### src/rtl/spi_pkg.sv
// Shared types and defaults for the synchronous SPI slave.
package spi_pkg;

  localparam int SPI_SYNC_STAGES_DEFAULT = 2;

  localparam logic [0:0] ST_IDLE   = 1'b0;
  localparam logic [0:0] ST_ACTIVE = 1'b1;

  typedef enum logic [0:0] {
    IDLE   = ST_IDLE,
    ACTIVE = ST_ACTIVE
  } spi_state_t;

  typedef enum logic [1:0] {
    MODE0 = 2'd0,
    MODE1 = 2'd1,
    MODE2 = 2'd2,
    MODE3 = 2'd3
  } spi_mode_t;

  // Mode number is {cpol, cpha}.
  function automatic spi_mode_t spi_mode(input logic cpol, input logic cpha);
    return spi_mode_t'({cpol, cpha});
  endfunction

endpackage

### src/rtl/spi_sync.sv
// Multi-flop synchroniser with registered rise/fall pulses of the synchronised level.
module spi_sync #(
  parameter int   STAGES    = 2,
  parameter logic RESET_VAL = 1'b0
) (
  input  logic clk,
  input  logic rst,
  input  logic d_i,
  output logic q_o,
  output logic rise_o,
  output logic fall_o
);

  logic [STAGES-1:0] sync_q;
  logic              prev_q;
  logic              rise_q;
  logic              fall_q;

  always_ff @(posedge clk) begin
    if (rst) begin
      sync_q <= {STAGES{RESET_VAL}};
      prev_q <= RESET_VAL;
      rise_q <= 1'b0;
      fall_q <= 1'b0;
    end else begin
      sync_q <= {sync_q[STAGES-2:0], d_i};
      prev_q <= sync_q[STAGES-1];
      rise_q <= sync_q[STAGES-1] & ~prev_q;
      fall_q <= ~sync_q[STAGES-1] & prev_q;
    end
  end

  assign q_o    = sync_q[STAGES-1];
  assign rise_o = rise_q;
  assign fall_o = fall_q;

endmodule

### src/rtl/spi_slave_sync.sv
// SPI slave running entirely in the clk domain: oversampled SCK/SS/MOSI, run-time mode,
// one-word TX holding buffer, multi-word bursts, overrun/underrun pulses.
module spi_slave_sync
  import spi_pkg::*;
#(
  parameter int DATA_LENGTH = 8,
  parameter bit MSB_FIRST   = 1'b0,
  parameter int SYNC_STAGES = SPI_SYNC_STAGES_DEFAULT
) (
  input  logic                   clk,
  input  logic                   rst,
  input  logic                   cpol,
  input  logic                   cpha,
  input  logic                   SS,
  input  logic                   SCK,
  input  logic                   MOSI,
  output logic                   MISO,
  input  logic [DATA_LENGTH-1:0] tx_data,
  input  logic                   tx_valid,
  output logic                   tx_ready,
  output logic [DATA_LENGTH-1:0] rx_data,
  output logic                   rx_valid,
  input  logic                   rx_ready,
  output logic                   busy,
  output logic                   overrun,
  output logic                   underrun,
  output spi_state_t             dbg_state
);

  localparam int CW = (DATA_LENGTH > 1) ? $clog2(DATA_LENGTH) : 1;
  localparam logic [CW-1:0] LAST_BIT = CW'(DATA_LENGTH - 1);

  logic sck_level_unused;
  logic sck_rise, sck_fall;
  logic ss_s, ss_rise, ss_fall;
  logic [SYNC_STAGES-1:0] mosi_sync_q;
  logic mosi_s;

  // SCK level itself is not needed; only its edges are.
  spi_sync #(.STAGES(SYNC_STAGES), .RESET_VAL(1'b0)) u_sck_sync (
    .clk    (clk),
    .rst    (rst),
    .d_i    (SCK),
    .q_o    (sck_level_unused),
    .rise_o (sck_rise),
    .fall_o (sck_fall)
  );

  spi_sync #(.STAGES(SYNC_STAGES), .RESET_VAL(1'b1)) u_ss_sync (
    .clk    (clk),
    .rst    (rst),
    .d_i    (SS),
    .q_o    (ss_s),
    .rise_o (ss_rise),
    .fall_o (ss_fall)
  );

  spi_state_t             state_q, state_d;
  spi_mode_t              mode_q, mode_d;
  logic [CW-1:0]          cnt_q, cnt_d;
  logic [DATA_LENGTH-1:0] rx_shift_q, rx_shift_d;
  logic [DATA_LENGTH-1:0] tx_shift_q, tx_shift_d;
  logic [DATA_LENGTH-1:0] buf_q, buf_d;
  logic                   buf_full_q, buf_full_d;
  logic [DATA_LENGTH-1:0] rx_data_q, rx_data_d;
  logic                   rx_valid_q, rx_valid_d;
  logic                   overrun_q, overrun_d;
  logic                   underrun_q, underrun_d;

  logic cpol_q, cpha_q;
  logic lead_edge, trail_edge, sample_edge, shift_edge;
  logic do_load;
  logic [DATA_LENGTH-1:0] rx_word, tx_next;
  logic tx_bit;

  assign mosi_s = mosi_sync_q[SYNC_STAGES-1];
  assign cpol_q = mode_q[1];
  assign cpha_q = mode_q[0];

  assign lead_edge   = cpol_q ? sck_fall : sck_rise;
  assign trail_edge  = cpol_q ? sck_rise : sck_fall;
  assign sample_edge = cpha_q ? trail_edge : lead_edge;
  assign shift_edge  = cpha_q ? lead_edge : trail_edge;

  assign rx_word = MSB_FIRST ? {rx_shift_q[DATA_LENGTH-2:0], mosi_s}
                             : {mosi_s, rx_shift_q[DATA_LENGTH-1:1]};
  assign tx_next = MSB_FIRST ? {tx_shift_q[DATA_LENGTH-2:0], 1'b0}
                             : {1'b0, tx_shift_q[DATA_LENGTH-1:1]};
  assign tx_bit  = MSB_FIRST ? tx_shift_q[DATA_LENGTH-1] : tx_shift_q[0];

  // Handshakes: a word moves on any clk edge where valid && ready are both high.
  // TX: tx_ready = holding buffer empty. RX: rx_valid holds until a cycle with rx_ready.
  always_comb begin
    state_d    = state_q;
    mode_d     = mode_q;
    cnt_d      = cnt_q;
    rx_shift_d = rx_shift_q;
    tx_shift_d = tx_shift_q;
    buf_d      = buf_q;
    buf_full_d = buf_full_q;
    rx_data_d  = rx_data_q;
    rx_valid_d = rx_valid_q;
    overrun_d  = 1'b0;
    underrun_d = 1'b0;
    do_load    = 1'b0;

    if (rx_valid_q && rx_ready) rx_valid_d = 1'b0;

    if (state_q == IDLE) begin
      if (ss_fall) begin
        state_d = ACTIVE;
        mode_d  = spi_mode(cpol, cpha);
        cnt_d   = '0;
        do_load = ~cpha;
      end
    end else if (ss_rise) begin
      state_d    = IDLE;
      cnt_d      = '0;
      rx_shift_d = '0;
      tx_shift_d = '0;
    end else if (sample_edge) begin
      rx_shift_d = rx_word;
      if (cnt_q == LAST_BIT) begin
        cnt_d = '0;
        if (!rx_valid_q || rx_ready) begin
          rx_data_d  = rx_word;
          rx_valid_d = 1'b1;
        end else begin
          overrun_d = 1'b1;
        end
        do_load = ~cpha_q;
      end else begin
        cnt_d = cnt_q + CW'(1);
      end
    end else if (shift_edge) begin
      // At bit 0 the shifter already holds a fresh word (cpha=0) or must fetch one (cpha=1).
      if (cnt_q == '0) do_load = cpha_q;
      else             tx_shift_d = tx_next;
    end

    if (do_load) begin
      if (buf_full_q) begin
        tx_shift_d = buf_q;
        buf_full_d = 1'b0;
      end else begin
        tx_shift_d = '0;
        underrun_d = 1'b1;
      end
    end

    // Written after the load decision, so a same-cycle write is never bypassed.
    if (tx_valid && !buf_full_q) begin
      buf_d      = tx_data;
      buf_full_d = 1'b1;
    end
  end

  always_ff @(posedge clk) begin
    if (rst) begin
      state_q     <= IDLE;
      mode_q      <= MODE0;
      cnt_q       <= '0;
      rx_shift_q  <= '0;
      tx_shift_q  <= '0;
      buf_q       <= '0;
      buf_full_q  <= 1'b0;
      rx_data_q   <= '0;
      rx_valid_q  <= 1'b0;
      overrun_q   <= 1'b0;
      underrun_q  <= 1'b0;
      mosi_sync_q <= '0;
    end else begin
      state_q     <= state_d;
      mode_q      <= mode_d;
      cnt_q       <= cnt_d;
      rx_shift_q  <= rx_shift_d;
      tx_shift_q  <= tx_shift_d;
      buf_q       <= buf_d;
      buf_full_q  <= buf_full_d;
      rx_data_q   <= rx_data_d;
      rx_valid_q  <= rx_valid_d;
      overrun_q   <= overrun_d;
      underrun_q  <= underrun_d;
      mosi_sync_q <= {mosi_sync_q[SYNC_STAGES-2:0], MOSI};
    end
  end

  assign busy      = (state_q == ACTIVE) && !ss_s;
  assign MISO      = busy & tx_bit;
  assign tx_ready  = ~buf_full_q;
  assign rx_data   = rx_data_q;
  assign rx_valid  = rx_valid_q;
  assign overrun   = overrun_q;
  assign underrun  = underrun_q;
  assign dbg_state = state_q;

endmodule
### config.mk
export PLATFORM = sky130hd
export DESIGN_NAME = spi_slave_sync
export DESIGN_NICKNAME = d
export VERILOG_FILES = /design/src/rtl/spi_pkg.sv /design/src/rtl/spi_sync.sv /design/src/rtl/spi_slave_sync.sv
export SDC_FILE = /design/constraint.sdc
export NUM_CORES = 1
export LEC_CHECK = 0
export CAP_MARGIN = 20
export CELL_PAD_IN_SITES_DETAIL_PLACEMENT = 1
export CELL_PAD_IN_SITES_GLOBAL_PLACEMENT = 1
export CORE_MARGIN = 2
export CORE_UTILIZATION = 36
export DETAILED_ROUTE_END_ITERATION = 8
export PLACE_DENSITY_LB_ADDON = 0.1
export SYNTH_ARGS = -nofsm -noshare
export SYNTH_HDL_FRONTEND = slang
export SYNTH_SLANG_ARGS = --single-unit
export TNS_END_PERCENT = 5
### constraint.sdc
create_clock -name clk -period 1.8 [get_ports clk]
set_input_delay 0.36 -clock clk [delete_from_list [all_inputs] [get_ports clk]]
set_output_delay 0.36 -clock clk [all_outputs]
set_load 0.03 [all_outputs]
Word-level counts from Yosys, hierarchy flattened
Cells that the tools add are included.
{"block": "op_classes", "addsub": 1, "eq_ne": 4, "muxes": 38, "bitwise_logic": 17, "n_reduce_logical": 20}
{"operator": "8-bit 2-to-1 mux", "count": 9}
{"operator": "1-bit 2-to-1 mux", "count": 24}
{"operator": "3-bit 2-to-1 mux", "count": 5}
{"operator": "1-bit inverter", "count": 12}
{"operator": "2-bit nonzero test", "count": 4}
{"operator": "3-bit by 1-bit != test with 1-bit output, second input constant", "count": 2}
{"operator": "2-bit AND reduction", "count": 3}
{"operator": "1-bit AND", "count": 5}
{"operator": "5-bit AND reduction", "count": 1}
{"operator": "5-bit OR reduction", "count": 1}
{"operator": "4-bit AND reduction", "count": 1}
{"operator": "3-bit by 1-bit adder with 3-bit output, second input constant", "count": 1}
{"operator": "3-bit equality test, second input constant", "count": 1}
{"operator": "1-bit logical AND", "count": 3}
{"operator": "1-bit logical NOT", "count": 3}
{"operator": "3-bit logical NOT", "count": 1}
{"operator": "3-bit by 2-bit != test with 1-bit output, second input constant", "count": 1}
{"operator": "3-bit nonzero test", "count": 1}
{"operator": "2-bit OR reduction", "count": 1}
{"operator": "1-bit logical OR", "count": 1}
{"block": "word_totals", "reg_bits": 54, "wordCells": 100}

Depth between registers and ports, before layout
{"block": "logic_depth", "depth_word": 8, "depth_mapped": 8, "mapped_depth_nobuf": 7}

Modules after synthesis
From an unflattened synthesis, not the netlist that was laid out.
{"block": "hier_totals", "cells_unflattened": 220, "hier_area_um2": 2157.1}
{"mod": "spi_slave_sync", "n_inst": 1, "cells_per_inst": 200, "area_per_inst_um2": 1889.3}
{"mod": "spi_sync", "n_inst": 2, "cells_per_inst": 10, "area_per_inst_um2": 133.9}

Worst setup path after synthesis
Ideal clock, no wire load.
{"block": "synth_path", "kind": "register to register", "startpoint": "register cnt_q[0]", "endpoint": "register tx_shift_q[1]", "arrival_time_ps": 1897, "required_time_ps": 1678, "setup_slack_ps": -218, "stages_incl_launch_ff": 9, "n_path_buf": 1, "path_cell_list": "dfxtp_1 ha_1 ha_1 nor2b_1 o2111ai_1 nand3_1 and2_0 clkbuf_1 a221o_1"}
{"block": "synth_via", "elab_chain_len": 8, "elab_cells_between_ends": 14}
{"item": "from (decl)", "line": "spi_slave_sync.sv:60", "rtl": "logic [CW-1:0] cnt_q, cnt_d;"}
{"item": "from (signal assigned)", "line": "spi_slave_sync.sv:175", "rtl": "cnt_q <= cnt_d;"}
{"item": "3-bit logical NOT", "line": "spi_slave_sync.sv:137", "rtl": "if (cnt_q == '0) do_load = cpha_q;"}
{"item": "1-bit 2-to-1 mux", "line": "spi_slave_sync.sv:137"}
{"item": "1-bit 2-to-1 mux", "line": "spi_slave_sync.sv:135", "rtl": "end else if (shift_edge) begin"}
{"item": "1-bit 2-to-1 mux", "line": "spi_slave_sync.sv:121", "rtl": "end else if (sample_edge) begin"}
{"item": "1-bit 2-to-1 mux", "line": "spi_slave_sync.sv:116", "rtl": "end else if (ss_rise) begin"}
{"item": "1-bit 2-to-1 mux", "line": "spi_slave_sync.sv:109", "rtl": "if (state_q == IDLE) begin"}
{"item": "3-bit by 2-bit != test with 1-bit output (no source line) (tied with other cells)"}
{"item": "4-bit AND reduction (no source line)"}
{"item": "to (signal assigned)", "line": "spi_slave_sync.sv:177", "rtl": "tx_shift_q <= tx_shift_d;"}
{"item": "to (decl)", "line": "spi_slave_sync.sv:62", "rtl": "logic [DATA_LENGTH-1:0] tx_shift_q, tx_shift_d;"}
Parallel ways exist; a longest one is shown, timed or not.
A chain may end at the register's enable or synchronous reset.

Worst setup path after layout
{"block": "layout_path", "startpoint": "register cnt_q[1]", "endpoint": "register tx_shift_q[5]"}
Same word-level chain as after synthesis.

==> flow_results.xml <==
<?xml version="1.0" encoding="UTF-8"?>
<metrics>
  <group name="timing">
    <metric name="final.hold.worst_slack" unit="ns">0.417</metric>
    <metric name="total_neg_setup_slack" unit="ns">0</metric>
    <metric name="unrepaired_setup_endpoints_after_global_routing" unit="">yes</metric>
    <metric name="fmax" unit="MHz">565</metric>
    <metric name="timing_max_transition_violations_final" unit="">0</metric>
    <metric name="hold_viol" unit="">0</metric>
    <metric name="clock-skew-final" unit="ns">0.00324</metric>
    <metric name="max_slew_margin_vs_limit" unit="">0.612</metric>
    <metric name="transition_time_at_the_pin_with_the_least_slew_margin" unit="ns">0.581</metric>
    <metric name="finalCriticalPeriod" unit="ns">1.77</metric>
    <metric name="final_min_period_over_clock_period" unit="">0.983</metric>
    <metric name="finalSetupViolations" unit="">0</metric>
  </group>
  <group name="layout">
    <metric name="layout-drive-gt1-share" unit="">0.218</metric>
    <metric name="antenna-diode-count" unit="">0</metric>
    <metric name="syn_to_final_growth" unit="%">38.8</metric>
    <metric name="finalNetCount" unit="">303</metric>
    <metric name="stdcell_count" unit="">356</metric>
    <metric name="finish.instance_area" unit="sq um">2910</metric>
  </group>
  <group name="routing">
    <metric name="drt_drc_violations_left" unit="">0</metric>
    <metric name="wl_per_cell" unit="um">14.2</metric>
    <metric name="drt_iter0_drc" unit="">123</metric>
    <metric name="ant_nets" unit="">0</metric>
    <metric name="drt_first_pass_iters" unit="">4</metric>
    <metric name="num_vias" unit="">1809</metric>
    <metric name="vias_per_cell" unit="">5.08</metric>
    <metric name="route.final.wire_length" unit="mm">5.07</metric>
  </group>
  <group name="pwr">
    <metric name="internal-power" unit="mW">1.69</metric>
    <metric name="vdd_ir_drop_max" unit="uV">487</metric>
    <metric name="p_switching" unit="uW">506</metric>
    <metric name="power_density" unit="nW/um^2">756</metric>
    <metric name="power_frac_comb" unit="">0.075</metric>
    <metric name="clockPowerShare" unit="">0.374</metric>
    <metric name="seqPwrFrac" unit="">0.551</metric>
    <metric name="swShare" unit="">0.230</metric>
    <metric name="p_leak" unit="nW">1.09</metric>
  </group>
  <group name="worst_setup_path">
    <metric name="path_delay_family" unit="">compound AO/OA/AOI/OAI gates</metric>
    <metric name="timing_worst_setup_path_type" unit="">flip-flop to flip-flop</metric>
    <metric name="cp.arrival" unit="ns">1.97</metric>
    <metric name="timing.critical_path.slowest_cell_delay" unit="ns">0.38</metric>
    <metric name="number_of_cells_traversed_by_the_worst_register_to_register_path" unit="">7</metric>
    <metric name="critical_path.reg2reg.endpoint" unit="">tx_shift_q[5]$_SDFFE_PP0P_</metric>
    <metric name="rrSetupSlack" unit="ns">0.03</metric>
    <metric name="required" unit="ns">2.00</metric>
    <metric name="cp-end-kind" unit="">flip-flop</metric>
    <metric name="crit_path_top_delay_cell" unit="">dfxtp_4</metric>
    <metric name="timing.critical_path.fanout_max" unit="">7</metric>
    <metric name="buf_inv_stages_crit_path" unit="">0</metric>
    <metric name="timing.critical_path.from_type" unit="">flip-flop</metric>
    <metric name="timing.rr.start" unit="">cnt_q[1]$_SDFFE_PP0P_</metric>
    <metric name="critical_path.cell_chain" unit="">ha_4 -&gt; ha_4 -&gt; nor2b_4 -&gt; o2111ai_2 -&gt; nand3_2 -&gt; and2_4 -&gt; a221o_1</metric>
    <metric name="worst_path_most_repeated_cell" unit="">ha_4</metric>
  </group>
  <group name="clocking">
    <metric name="clk_transition_reported_paths" unit="ns">0.10</metric>
    <metric name="clock_tree_from_tritoncts" unit="">yes</metric>
    <metric name="post_cts_hold_buffer_count" unit="">0</metric>
    <metric name="tritoncts_num_sinks" unit="">53</metric>
    <metric name="clock_path_buffers" unit="">2</metric>
    <metric name="htree_num_levels" unit="">2</metric>
    <metric name="cts-buffers-inserted" unit="">5</metric>
    <metric name="worstSkewPairLatency" unit="ns">0.30</metric>
    <metric name="library_cell_used_as_clock_root_buffer" unit="">clkbuf_8</metric>
  </group>
  <group name="grt">
    <metric name="grt_pass1_vias" unit="">1827</metric>
    <metric name="global_route.usage.total" unit="">0.168</metric>
    <metric name="wire_length_of_the_first_global_routing_pass" unit="mm">8.49</metric>
    <metric name="grt_max_degree" unit="">34</metric>
    <metric name="overflow" unit="">0</metric>
    <metric name="initial_antenna_violation_count" unit="">0</metric>
  </group>
  <group name="outcome">
    <metric name="run_status" unit="">finished clean</metric>
  </group>
  <group name="placed_design">
    <metric name="dp_cells" unit="">345</metric>
    <metric name="post_dp_cell_area" unit="sq um">2700</metric>
    <metric name="detailed_placer_s_ending_hpwl" unit="mm">3.59</metric>
    <metric name="gpl.final_weighted_congestion" unit="">0.796</metric>
    <metric name="port_buffers" unit="">31</metric>
  </group>
  <group name="min_path">
    <metric name="min_delay_path_depth" unit="">1</metric>
    <metric name="worstHoldEndpoint" unit="">u_sck_sync.fall_o$_SDFF_PP0_</metric>
    <metric name="holdCritStartpoint" unit="">u_sck_sync.sync_q[1]$_SDFF_PP0_</metric>
    <metric name="hold_class" unit="">flip-flop to flip-flop</metric>
  </group>
  <group name="floorplanning">
    <metric name="rows" unit="">27</metric>
    <metric name="design.core.area" unit="sq um">5570</metric>
    <metric name="chipHeight" unit="um">80.3</metric>
    <metric name="number_of_top_level_pins" unit="">32</metric>
    <metric name="die_area" unit="sq um">6450</metric>
    <metric name="start_util" unit="">0.376</metric>
    <metric name="floorplan.die.width" unit="um">80.3</metric>
  </group>
  <group name="yosys">
    <metric name="yosysWarnings" unit="">0</metric>
    <metric name="synth.distinct_cells" unit="">30</metric>
    <metric name="ys_top_cells_by_area" unit="">dfxtp_1 (51%), mux2i_1 (6.2%), nor2_1 (5.0%)</metric>
    <metric name="yosysSeqAreaShare" unit="">0.506</metric>
    <metric name="synthFlopType" unit="">dfxtp_1</metric>
    <metric name="synthMuxAreaShare" unit="">0.0674</metric>
    <metric name="synthesized_area_fraction_occupied_by_ao_oa_aoi_and_oai_cells" unit="">0.150</metric>
    <metric name="synth-simple-area-share" unit="">0.224</metric>
    <metric name="post_synth_most_frequent_cells" unit="">dfxtp_1 (53), nor2_1 (28), nand2_1 (21)</metric>
    <metric name="yosys.cell_count.top_type" unit="">dfxtp_1</metric>
    <metric name="synth_edf_count" unit="">0</metric>
    <metric name="async_flop_share" unit="">0</metric>
    <metric name="cell_taking_the_most_area_after_synthesis" unit="">dfxtp_1</metric>
    <metric name="syn-mean-instance-area" unit="sq um">9.28</metric>
    <metric name="synth.ff_latch_count" unit="">53</metric>
    <metric name="netlist_area" unit="sq um">2100</metric>
    <metric name="synth_adder_area_share" unit="">0.0179</metric>
    <metric name="yosys.area_share.xor_xnor" unit="">0.00776</metric>
    <metric name="syn_nets" unit="">246</metric>
    <metric name="post-synth-top-area-fraction" unit="">0.506</metric>
    <metric name="netlist_instances" unit="">226</metric>
    <metric name="largest_family_of_logic_cells_by_synthesized_area" unit="">simple AND/OR/NAND/NOR gates</metric>
  </group>
  <group name="run">
    <metric name="max_cap_violations" unit="">0</metric>
  </group>
</metrics>
final cells by class:
type                       count  area, sq um
fill                         657         2660
multi-input combinational    158         1080
sequential                    53         1070
timing repair buffer          58          523
tap                           72         90.1
clock buffer                   5         68.8
clock inverter                 3         43.8
inverter                       7         28.8
worst register-to-register path: stages, from the launching register on:
cell	delay (ns)
dfxtp_4	0.38
ha_4	0.16
ha_4	0.15
nor2b_4	0.13
o2111ai_2	0.22
nand3_2	0.12
and2_4	0.20
a221o_1	0.31
flip-flops by register name, indices dropped and copies added (netlist names):
signal / cells
dbg_state: 1
u_sck_sync.rise_o: 1
tx_shift_q: 8
u_sck_sync.prev_q: 1
buf_full_q: 1
mosi_sync_q: 2
u_ss_sync.fall_o: 1
rx_data: 8
rx_valid: 1
mode_q: 2
u_sck_sync.fall_o: 1
cnt_q: 3
underrun: 1
u_ss_sync.sync_q: 2
u_ss_sync.prev_q: 1
buf_q: 8
u_sck_sync.sync_q: 2
overrun: 1
u_ss_sync.rise_o: 1
rx_shift_q: 7
how the worst max path moves through the flow:
stage	from	endpoint	slack, ns	cells after the start
after floorplan	cnt_q[0]$_SDFFE_PP0P_	tx_shift_q[1]$_SDFFE_PP0P_	-0.06	8
after global placement	cpha	tx_shift_q[2]$_SDFFE_PP0P_	-0.21	6
after detailed placement	cpha	tx_shift_q[2]$_SDFFE_PP0P_	-0.19	6
after CTS	cnt_q[1]$_SDFFE_PP0P_	tx_shift_q[0]$_SDFFE_PP0P_	-0.05	8
after global routing	cnt_q[1]$_SDFFE_PP0P_	tx_shift_q[1]$_SDFFE_PP0P_	-0.06	9
final	cnt_q[1]$_SDFFE_PP0P_	tx_shift_q[5]$_SDFFE_PP0P_	0.03	7
metal layers:
| layer | global-route usage | wire [um] | share of wire |
|---|---|---|---|
| met2 | 0.258 | 2190 | 0.43 |
| met3 | 0.0382 | 174 | 0.034 |
| met5 | 0 | 0 | 0 |
| met4 | 0.0458 | 25 | 0.0049 |
| met1 | 0.236 | 2670 | 0.53 |
power by group through the flow:
stage	clock (mW)	combinational [mW]	sequential (mW)
after CTS	0.850	0.161	1.21
after floorplan	0	0.0782	1.24
after detailed placement	0	0.160	1.24
after global routing	0.899	0.182	1.22
after global placement	0	0.160	1.24
final	0.823	0.165	1.21
layout by cell type (no fill, tap or decap), types with 3 or more instances in the layout:
master	instances
dfxtp_1	49
nor2_1	28
clkdlybuf4s50_1	27
buf_4	26
nand2_1	21
a21oi_1	18
mux2i_1	13
nor2b_1	10
nand4_1	9
a221o_1	7
a22oi_1	7
o21ai_0	6
inv_1	5
nand2b_1	5
clkbuf_8	5
nor3b_1	4
or2_2	3
ha_4	3
dlygate4sd2_1	3
cell families (layout without fill, tap and decap cells):
kind of cell               count (synthesis)  after routing
DFF                                       53             53
buffers and inverters                     15             73
muxes                                     14             14
AOI/OAI and AO/OA                         48             48
adders and majority gates                  3              3
and+or+nand+nor                           92             92
xor gates and xnor gates                   1              1
stage by stage:
stage          power (mW)  utilization  setup slack [ns]
2_1_floorplan        1.32            -           -0.0560
5_1_grt              2.30        0.522           -0.0598
3_3_place_gp         1.40        0.484            -0.209
4_1_cts              2.23        0.514           -0.0478
6_report             2.20        0.522            0.0312
3_5_place_dp         1.40        0.484            -0.193
what timing repair did:
| action | CTS | global route |
|---|---|---|
| endpoints found under the setup margin | 10 | 8 |
| resized for setup | 18 | 10 |
| buffers inserted | 0 | 3 |
| pin swaps | 3 | 14 |
Note: power is estimated with default switching activity, not from simulation.
